[config.mk]
export PLATFORM = sky130hd
export DESIGN_NAME = hazard_stall_ctrl
export DESIGN_NICKNAME = d
export VERILOG_FILES = /design/src/rtl/pipe_pkg.sv /design/src/rtl/sat_counter.sv /design/src/rtl/hazard_stall_ctrl.sv
export SDC_FILE = /design/constraint.sdc
export NUM_CORES = 1
export LEC_CHECK = 0
export CORE_MARGIN = 10
export CORE_UTILIZATION = 35
export CTS_BUF_LIST = sky130_fd_sc_hd__clkbuf_16
export CTS_CLUSTER_SIZE = 8
export DETAILED_ROUTE_END_ITERATION = 8
export GPL_TIMING_DRIVEN = 0
export PLACE_DENSITY = 0.65
export SYNTH_ARGS = -nofsm -noshare
export SYNTH_HDL_FRONTEND = slang
export SYNTH_HIERARCHICAL = 1
export SYNTH_SLANG_ARGS = --single-unit
[constraint.sdc]
create_clock -name clk -period 3 [get_ports clk]
set_clock_uncertainty 0.1 [all_clocks]
set_input_delay 0.6 -clock clk [delete_from_list [all_inputs] [get_ports clk]]
set_output_delay 0.6 -clock clk [all_outputs]
set_load 0.05 [all_outputs]
[src/rtl/pipe_pkg.sv]
// pipe_pkg: shared types and constants for the ID-stage hazard/stall sequencer.
package pipe_pkg;
  typedef enum logic {RUN, MC_WAIT} state_t;
  localparam int REG_W_DEF = 4;
  localparam logic [31:0] NOP = 32'h0000_0013;
endpackage

[src/rtl/sat_counter.sv]
// sat_counter: up-counter that holds at all-ones instead of wrapping.
module sat_counter #(
  parameter int W = 8
) (
  input  logic         clk,
  input  logic         rst,
  input  logic         inc,
  output logic [W-1:0] cnt
);
  always_ff @(posedge clk or posedge rst)
    if (rst) cnt <= '0;
    else if (inc && cnt != '1) cnt <= cnt + W'(1);
endmodule

[src/rtl/hazard_stall_ctrl.sv]
// hazard_stall_ctrl: load-use bubbles, branch flushes and multi-cycle EX freezes with perf counters.
module hazard_stall_ctrl
  import pipe_pkg::*;
#(
  parameter int REG_W       = REG_W_DEF,
  parameter int MC_TIMEOUT  = 32,
  parameter int STALL_CNT_W = 16,
  parameter int FLUSH_CNT_W = 8
) (
  input  logic                   clk,
  input  logic                   rst,
  input  logic [REG_W-1:0]       idOp1,
  input  logic [REG_W-1:0]       idOp2,
  input  logic                   idUseOp1,
  input  logic                   idUseOp2,
  input  logic                   idMcOp,
  input  logic [REG_W-1:0]       exRd,
  input  logic                   exMemRead,
  input  logic                   branchTaken,
  input  logic                   mcDone,
  output logic                   pcWrite,
  output logic                   ifIdWrite,
  output logic                   idExWrite,
  output logic                   ifIdFlush,
  output logic                   idExFlush,
  output logic                   exMemFlush,
  output logic                   mcStart,
  output logic                   mcError,
  output logic [STALL_CNT_W-1:0] stallCycles,
  output logic [FLUSH_CNT_W-1:0] flushCount
);
  state_t     state, next_state;
  logic [7:0] wait_cnt, next_cnt;
  logic       load_use, set_err, flush_inc;
  assign load_use = exMemRead & ((idUseOp1 & (exRd == idOp1)) | (idUseOp2 & (exRd == idOp2)));
  always_comb begin
    pcWrite    = 1'b1;
    ifIdWrite  = 1'b1;
    idExWrite  = 1'b1;
    ifIdFlush  = 1'b0;
    idExFlush  = 1'b0;
    exMemFlush = 1'b0;
    mcStart    = 1'b0;
    next_state = state;
    next_cnt   = wait_cnt;
    set_err    = 1'b0;
    flush_inc  = 1'b0;
    if (state == RUN) begin
      if (branchTaken) begin
        ifIdFlush = 1'b1;
        idExFlush = 1'b1;
        flush_inc = 1'b1;
      end else if (load_use) begin
        pcWrite   = 1'b0;
        ifIdWrite = 1'b0;
        idExFlush = 1'b1;
      end else if (idMcOp) begin
        next_state = MC_WAIT;
        next_cnt   = 8'd0;
      end
    end else if (wait_cnt != 8'd0 && (mcDone || wait_cnt == 8'(MC_TIMEOUT - 1))) begin
      // done beats timeout when both land in the same cycle
      next_state = RUN;
      set_err    = ~mcDone;
    end else begin
      pcWrite    = 1'b0;
      ifIdWrite  = 1'b0;
      idExWrite  = 1'b0;
      exMemFlush = 1'b1;
      mcStart    = (wait_cnt == 8'd0);
      next_cnt   = wait_cnt + 8'd1;
    end
    if (rst) begin
      pcWrite    = 1'b0;
      ifIdWrite  = 1'b0;
      idExWrite  = 1'b0;
      ifIdFlush  = 1'b0;
      idExFlush  = 1'b0;
      exMemFlush = 1'b0;
      mcStart    = 1'b0;
      flush_inc  = 1'b0;
    end
  end
  always_ff @(posedge clk or posedge rst)
    if (rst) begin
      state    <= RUN;
      wait_cnt <= 8'd0;
      mcError  <= 1'b0;
    end else begin
      state    <= next_state;
      wait_cnt <= next_cnt;
      mcError  <= mcError | set_err;
    end
  sat_counter #(.W(STALL_CNT_W)) u_stall (
    .clk(clk), .rst(rst), .inc(~pcWrite & ~rst), .cnt(stallCycles)
  );
  sat_counter #(.W(FLUSH_CNT_W)) u_flush (
    .clk(clk), .rst(rst), .inc(flush_inc), .cnt(flushCount)
  );
endmodule

==> results of run 1 <==
## worst reg2reg max path, cell delays in order (launching register included)
cell and delay [ps]:
dfrtp_1 410, ha_1 250, and4_4 210, a21oi_2 170, nor2_1 80, buf_2 190
a21oi_2 270, and4_2 320, nand3_1 130, nor2_1 150, mux2_2 340
## power groups by stage
stage | combinational, mW | sequential [mW] | clock (mW)
final | 1.03 | 0.733 | 0.658
after global routing | 1.11 | 0.757 | 0.694
after CTS | 1.05 | 0.734 | 0.674
after detailed placement | 1.05 | 0.737 | 0
after global placement | 1.04 | 0.734 | 0
after floorplan | 0.480 | 0.951 | 0
## layer usage
| metal | up-vias | global-route usage [%] | wire, microns |
|---|---|---|---|
| li1 | 843 | - | - |
| met1 | 809 | 13.3 | 2140 |
| met2 | 37 | 17.7 | 2380 |
| met3 | 6 | 4.95 | 348 |
| met4 | 0 | 3.07 | 59 |
| met5 | - | 0 | 0 |
## cell usage in the layout (no fill, tap or decap), types with 4 or more instances in the layout
cell,Yosys,layout
xor2_1,6,5
and3_1,5,5
dfrtp_1,34,34
nand3_1,18,17
clkbuf_16,0,5
o21ai_0,9,8
nand2_1,21,21
nand4_1,8,8
xnor2_1,14,14
inv_1,6,5
o21bai_1,4,4
clkdlybuf4s50_1,0,42
a21oi_1,5,4
ha_1,4,4
nor2_1,11,11
## synth_stat cells (4+ instances only)
master	count
and3_1	5
and2_1	4
ha_1	4
nand2_1	21
o21ai_0	9
a21oi_1	5
inv_1	6
nor2_1	11
nand4_1	8
o21bai_1	4
xnor2_1	14
and4_1	4
dfrtp_1	34
nand3_1	18
xor2_1	6
## worst paths after layout
| path | cells past startpoint | endpoint | start | slack (ps) |
|---|---|---|---|---|
| max in group asynchronous | 2 | u_stall/cnt[0] | rst | 1490 |
| worst min-delay path | 1 | mcError | mcError | 370 |
| worst max register to register | 10 | u_stall/cnt[14] | wait_cnt[0] | 260 |
| min in group asynchronous | 2 | u_flush/cnt[3] | rst | 790 |
| worst max-delay path | 8 | pcWrite | idOp2[2] | 110 |
| worst min register to register | 1 | mcError | mcError | 370 |
## kinds of logic (layout without fill, tap and decap cells)
kind of cell,Yosys count,count (layout)
and+or+nand+nor,96,96
AOI/OAI and AO/OA,31,31
adders and majority gates,4,4
buffers and inverters,9,69
muxes,7,7
xor gates and xnor gates,20,20
DFF,34,34
## final cells by class
type                       count  area share, %
timing repair buffer          52           17.7
buffer                         3          0.840
multi-input combinational    158           40.6
clock buffer                   5           4.42
tap                           72           3.18
clock inverter                 3           2.26
sequential                    34           30.1
inverter                       6          0.929
## state kept, by name, summed over array words and instances (netlist names)
signal / flops
u_stall/cnt: 16
mcError: 1
wait_cnt: 8
u_flush/cnt: 8
state: 1
## what timing repair did
action	CTS	global route
buffers inserted	1	0
gates cloned	0	0
setup endpoints to repair	11	7
pin swaps	0	3
gates resized for setup	19	16
==> impl_metrics.py, run 1 <==
metrics = {
    "status": {
        "status": "complete, no violations",
    },
    "synthesis": {
        "synthAdderAreaFrac_pct": 2.52,
        "synth_area_per_cell_sq_um": 9.89,
        "synth_area_leader_cell": "dfrtp_1",
        "async_flop_share_pct": 100,
        "ys_top_cells_by_area": "dfrtp_1, xnor2_1, nand3_1",
        "synth_seq_area_share_pct": 42.8,
        "ys_types": 47,
        "synth.cell_area_sq_um": 1990,
        "yosys_warnings": 6,
        "postSynthCellCount": 201,
        "synth_top_family_by_area": "simple AND/OR/NAND/NOR gates",
        "ys.flop_type": "dfrtp_1",
        "ys_seq_elements": 34,
        "synth_edf_count": 0,
        "synthMuxAreaShare_pct": 3.90,
        "synth_fp_nets": 225,
        "synth-simple-area-share_pct": 29.4,
        "synth_xor_area_share_pct": 8.81,
        "synth_top_area_share_pct": 42.8,
        "synth_compound_area_share_pct": 10.3,
    },
    "sta": {
        "tightest_slew_ps": 914,
        "setup_ws_ps": 110,
        "holdWs_ps": 375,
        "final.min_clock_period_ps": 2890,
        "setup_viol": 0,
        "finalMaxSlewViolations": 0,
        "relSlewSlack_pct": 38.6,
        "hold_viol": 0,
        "finalCritPeriodShare_pct": 96.3,
        "rsz0062_at_grt": "no",
        "final.setup.tns_ps": 0,
        "fmax_ghz": 0.346,
    },
    "critical_path": {
        "cp.buffers_inverters": 3,
        "crit_top_cell": "buf_4",
        "required_ps": 2300,
        "crit_type": "input pin to primary output",
        "critical_path.max_stage_delay_ps": 470,
        "cpLargestDelayFamily": "buffers and inverters",
        "endpoint_kind": "primary output",
        "slowest_stage": "clkdlybuf4s50_1",
        "critPathArrivalTime_ps": 2190,
        "worst-path-max-fanout": 3,
        "worst_setup_path_start_kind": "input pin",
        "worstPathCellList": "clkdlybuf4s50_1, xnor2_1, nand3_2, nor4_4, o21ai_2, and2_2, buf_4, buf_4",
    },
    "final_layout": {
        "area_growth_pct": 42.3,
        "utilization_pct": 51.4,
        "multi_input_area_sq_um": 1150,
        "fillers": 524,
        "nNetsFinal": 284,
        "final_area_sq_um": 2830,
        "ff_latch_area_sq_um": 851,
        "n_antenna_cell": 0,
        "fin_cells": 333,
        "drive_gt1_share_pct": 16.5,
    },
    "pwr": {
        "p_clk_share_pct": 27.2,
        "intPower_mw": 1.40,
        "seq_power_share_pct": 30.3,
        "power.switching_mw": 1.02,
        "leakage_nw": 1.17,
        "combinationalPowerShare_pct": 42.6,
        "irDropWorstVdd_mv": 0.597,
        "p_per_area_nw_per_um2": 856,
        "totalPowerFinal_mw": 2.42,
        "sw_frac_of_total_pct": 42.1,
    },
    "placement": {
        "dp_worst_setup_slack_ps": -629,
        "place_area_sq_um": 2590,
        "dp_hpwl_microns": 3720,
        "port-buffer-count": 51,
        "placedCellCount": 324,
        "gp_congestion": 0.726,
    },
    "route": {
        "drt-pass1-iter-count": 4,
        "wl_per_cell_microns": 14.8,
        "drt_wl_total_microns": 4930,
        "drt_iter0_drc": 55,
        "dr_total_vias": 1695,
        "viasPerCell": 5.09,
        "drc": 0,
        "ant_nets": 0,
    },
    "grt": {
        "grt_pass1_wl_microns": 8050,
        "first_global_vias": 1649,
        "grt_max_degree": 17,
        "gr-usage-all-layers_pct": 11.1,
        "antenna_found_initial": 0,
        "overflow": 0,
    },
    "clocking": {
        "cts_made_buffers": 5,
        "cts.sinks": 34,
        "path_clk_slew_ps": 50,
        "tritoncts": "done",
        "ctsHtreeMaxLevel": 2,
        "cts_buffer_depth": 2,
        "holdBufCountCts": 0,
        "clock_latency_ps": 280,
        "cts-root-buf": "clkbuf_16",
    },
    "die": {
        "initial_core_util_pct": 36.1,
        "core_sq_um": 5510,
        "ios": 52,
        "rows": 27,
        "die_h_microns": 95.4,
        "die_w_microns": 95.4,
        "dieArea_sq_um": 9100,
    },
    "job": {
        "cap_violations": 0,
    },
    "worst_hold_path": {
        "min_path_type": "flip-flop to flip-flop",
    },
}
Note: power is estimated with default switching activity, not from simulation.
==> run 2: changes to the inputs <==
--- a/config.mk
+++ b/config.mk
@@ -8,9 +8,11 @@
 export CORE_MARGIN = 10
 export CORE_UTILIZATION = 35
 export CTS_BUF_LIST = sky130_fd_sc_hd__clkbuf_16
+export CTS_CLUSTER_DIAMETER = 40
 export CTS_CLUSTER_SIZE = 8
 export DETAILED_ROUTE_END_ITERATION = 8
 export GPL_TIMING_DRIVEN = 0
+export HOLD_SLACK_MARGIN = 0.05
 export PLACE_DENSITY = 0.65
 export SYNTH_ARGS = -nofsm -noshare
 export SYNTH_HDL_FRONTEND = slang
==> results of run 2 <==
Same layout as run 1: the final DEF is identical, and so are final timing and power.
==> run 3: changes to the inputs <==
==> constraint.sdc (replaced) <==
create_clock -name clk -period 2.7 [get_ports clk]
set_clock_uncertainty 0.1 [all_clocks]
set_input_delay 0.54 -clock clk [delete_from_list [all_inputs] [get_ports clk]]
set_output_delay 0.54 -clock clk [all_outputs]
set_load 0.05 [all_outputs]
==> run 3 against run 2 <==
Net effect: hold slack got worse by 1.5 ps; register-to-register slack got worse by 130 ps; sequential power up 13%; global-route usage grew 0.31 points; highest routed layer unchanged.
==> impl_metrics.py, run 3 (synthesized netlist as in run 1, its figures left out) <==
metrics = {
    "grt": {
        "gr-usage-all-layers_pct": 11.4,
        "overflow": 0,
        "grt_max_degree": 17,
        "antenna_found_initial": 0,
        "first_global_vias": 1765,
        "grt_pass1_wl_microns": 8350,
    },
    "die": {
        "dieArea_sq_um": 9100,
        "die_w_microns": 95.4,
        "ios": 52,
        "initial_core_util_pct": 36.1,
        "core_sq_um": 5510,
        "die_h_microns": 95.4,
        "rows": 27,
    },
    "final_layout": {
        "area_growth_pct": 45.3,
        "layout_commonest_cell": "dfrtp_1",
        "drive_gt1_share_pct": 20.8,
        "top_register": "u_stall/cnt",
        "n_antenna_cell": 0,
        "fillers": 523,
        "utilization_pct": 52.5,
        "nNetsFinal": 288,
        "top_regs": "u_stall/cnt (16), u_flush/cnt (8), wait_cnt (8)",
        "layout_common_cells": "dfrtp_1, clkdlybuf4s50_1, nand2_1",
        "largest_reg_flops": 16,
        "final_area_sq_um": 2890,
    },
    "sta": {
        "finalMaxSlewViolations": 0,
        "fmax_ghz": 0.380,
        "tightest_slew_ps": 961,
        "hold_viol": 0,
        "finalCritPeriodShare_pct": 97.5,
        "final.setup.tns_ps": 0,
        "relSlewSlack_pct": 35.5,
        "setup_viol": 0,
        "final.min_clock_period_ps": 2630,
    },
    "route": {
        "drc": 0,
        "dr_total_vias": 1734,
        "wl_met2_microns": 2220,
        "drt_wl_total_microns": 5040,
        "drt-pass1-iter-count": 4,
        "met3_wirelength_microns": 505,
        "drt_iter0_drc": 71,
        "wirelength_met1_microns": 2240,
        "ant_nets": 0,
        "wl_per_cell_microns": 15.0,
        "top_layer": "met4",
        "viasPerCell": 5.15,
    },
    "placement": {
        "dp_hpwl_microns": 3660,
        "port-buffer-count": 51,
        "gp_congestion": 0.801,
        "place_area_sq_um": 2600,
    },
    "clocking": {
        "path_clk_slew_ps": 50,
        "cts_buffer_depth": 2,
        "tritoncts": "done",
        "cts-root-buf": "clkbuf_16",
        "clock_latency_ps": 280,
        "ctsHtreeMaxLevel": 2,
        "cts.sinks": 34,
        "cts_made_buffers": 5,
    },
    "critical_path": {
        "slowest_stage": "clkdlybuf4s50_1",
        "cp.buffers_inverters": 2,
        "endpoint_kind": "primary output",
        "critPathArrivalTime_ps": 1990,
        "critical_path.max_stage_delay_ps": 440,
        "critical_path.startpoint": "idOp2[0]",
        "crit_type": "input pin to primary output",
        "worstPathCellList": "clkdlybuf4s50_1, xor2_2, nor4_4, or2_2, o21a_1, buf_4",
        "worst_setup_path_start_kind": "input pin",
        "required_ps": 2060,
        "timing.rr.start": "wait_cnt[1]",
        "worst-path-max-fanout": 3,
        "cpLargestDelayFamily": "buffers and inverters",
    },
    "pwr": {
        "totalPowerFinal_mw": 2.61,
        "leakage_nw": 1.22,
        "p_per_area_nw_per_um2": 904,
        "irDropWorstVdd_mv": 0.613,
    },
    "status": {
        "status": "complete, no violations",
    },
    "worst_hold_path": {
        "hp-start": "mcError",
        "min_path_type": "flip-flop to flip-flop",
    },
    "job": {
        "cap_violations": 0,
    },
}
-- run 3: repair_timing --
action                                 in CTS  in global routing
setup endpoints to repair                  19                  5
hold buffers                                0                  0
endpoints found under the hold margin       0                  0
setup buffers                               5                  2
pin swaps                                  12                  8
resized for setup                          57                 17
cloned                                      0                  0
-- run 3: final cells by class --
class | count | area (sq um) | area share [%]
clock inverters | 3 | 12.5 | 0.433
well taps | 72 | 90.1 | 3.12
inverters | 6 | 26.3 | 0.909
flip-flops and latches | 34 | 851 | 29.4
multi-input cells | 158 | 1220 | 42.4
clock buffers | 5 | 125 | 4.33
repair buffers | 58 | 554 | 19.2
plain buffers | 1 | 5.00 | 0.173
-- run 3: final timing paths --
kind / slack, ps / depth (start not counted) / to
worst max register to register: 130 / 11 / u_stall/cnt[14]
min in group asynchronous: 430 / 2 / u_flush/cnt[4]
worst min-delay path: 370 / 1 / mcError
worst max-delay path: 70 / 6 / idExFlush
max in group asynchronous: 1550 / 2 / u_stall/cnt[12]
worst min register to register: 370 / 1 / mcError
-- run 3: report_power, final --
group	internal (mW)	switching [mW]
clock	0.332	0.198
combinational	0.483	0.772
sequential	0.625	0.202
total	1.44	1.17
-- run 3: per-layer routing --
metal  GRT usage, %  vias to the layer above
li1               -                      852
met1           13.9                      819
met2           17.4                       55
met3           4.95                        8
met4           4.42                        0
met5              0                        -
-- run 3: metrics by stage --
stage,hold slack (ps),setup slack (ps),instances
2_1_floorplan,256,9.58,201
3_3_place_gp,360,-839,324
3_5_place_dp,361,-876,324
4_1_cts,376,1.25,337
5_1_grt,443,-13.5,337
6_report,373,67.4,337
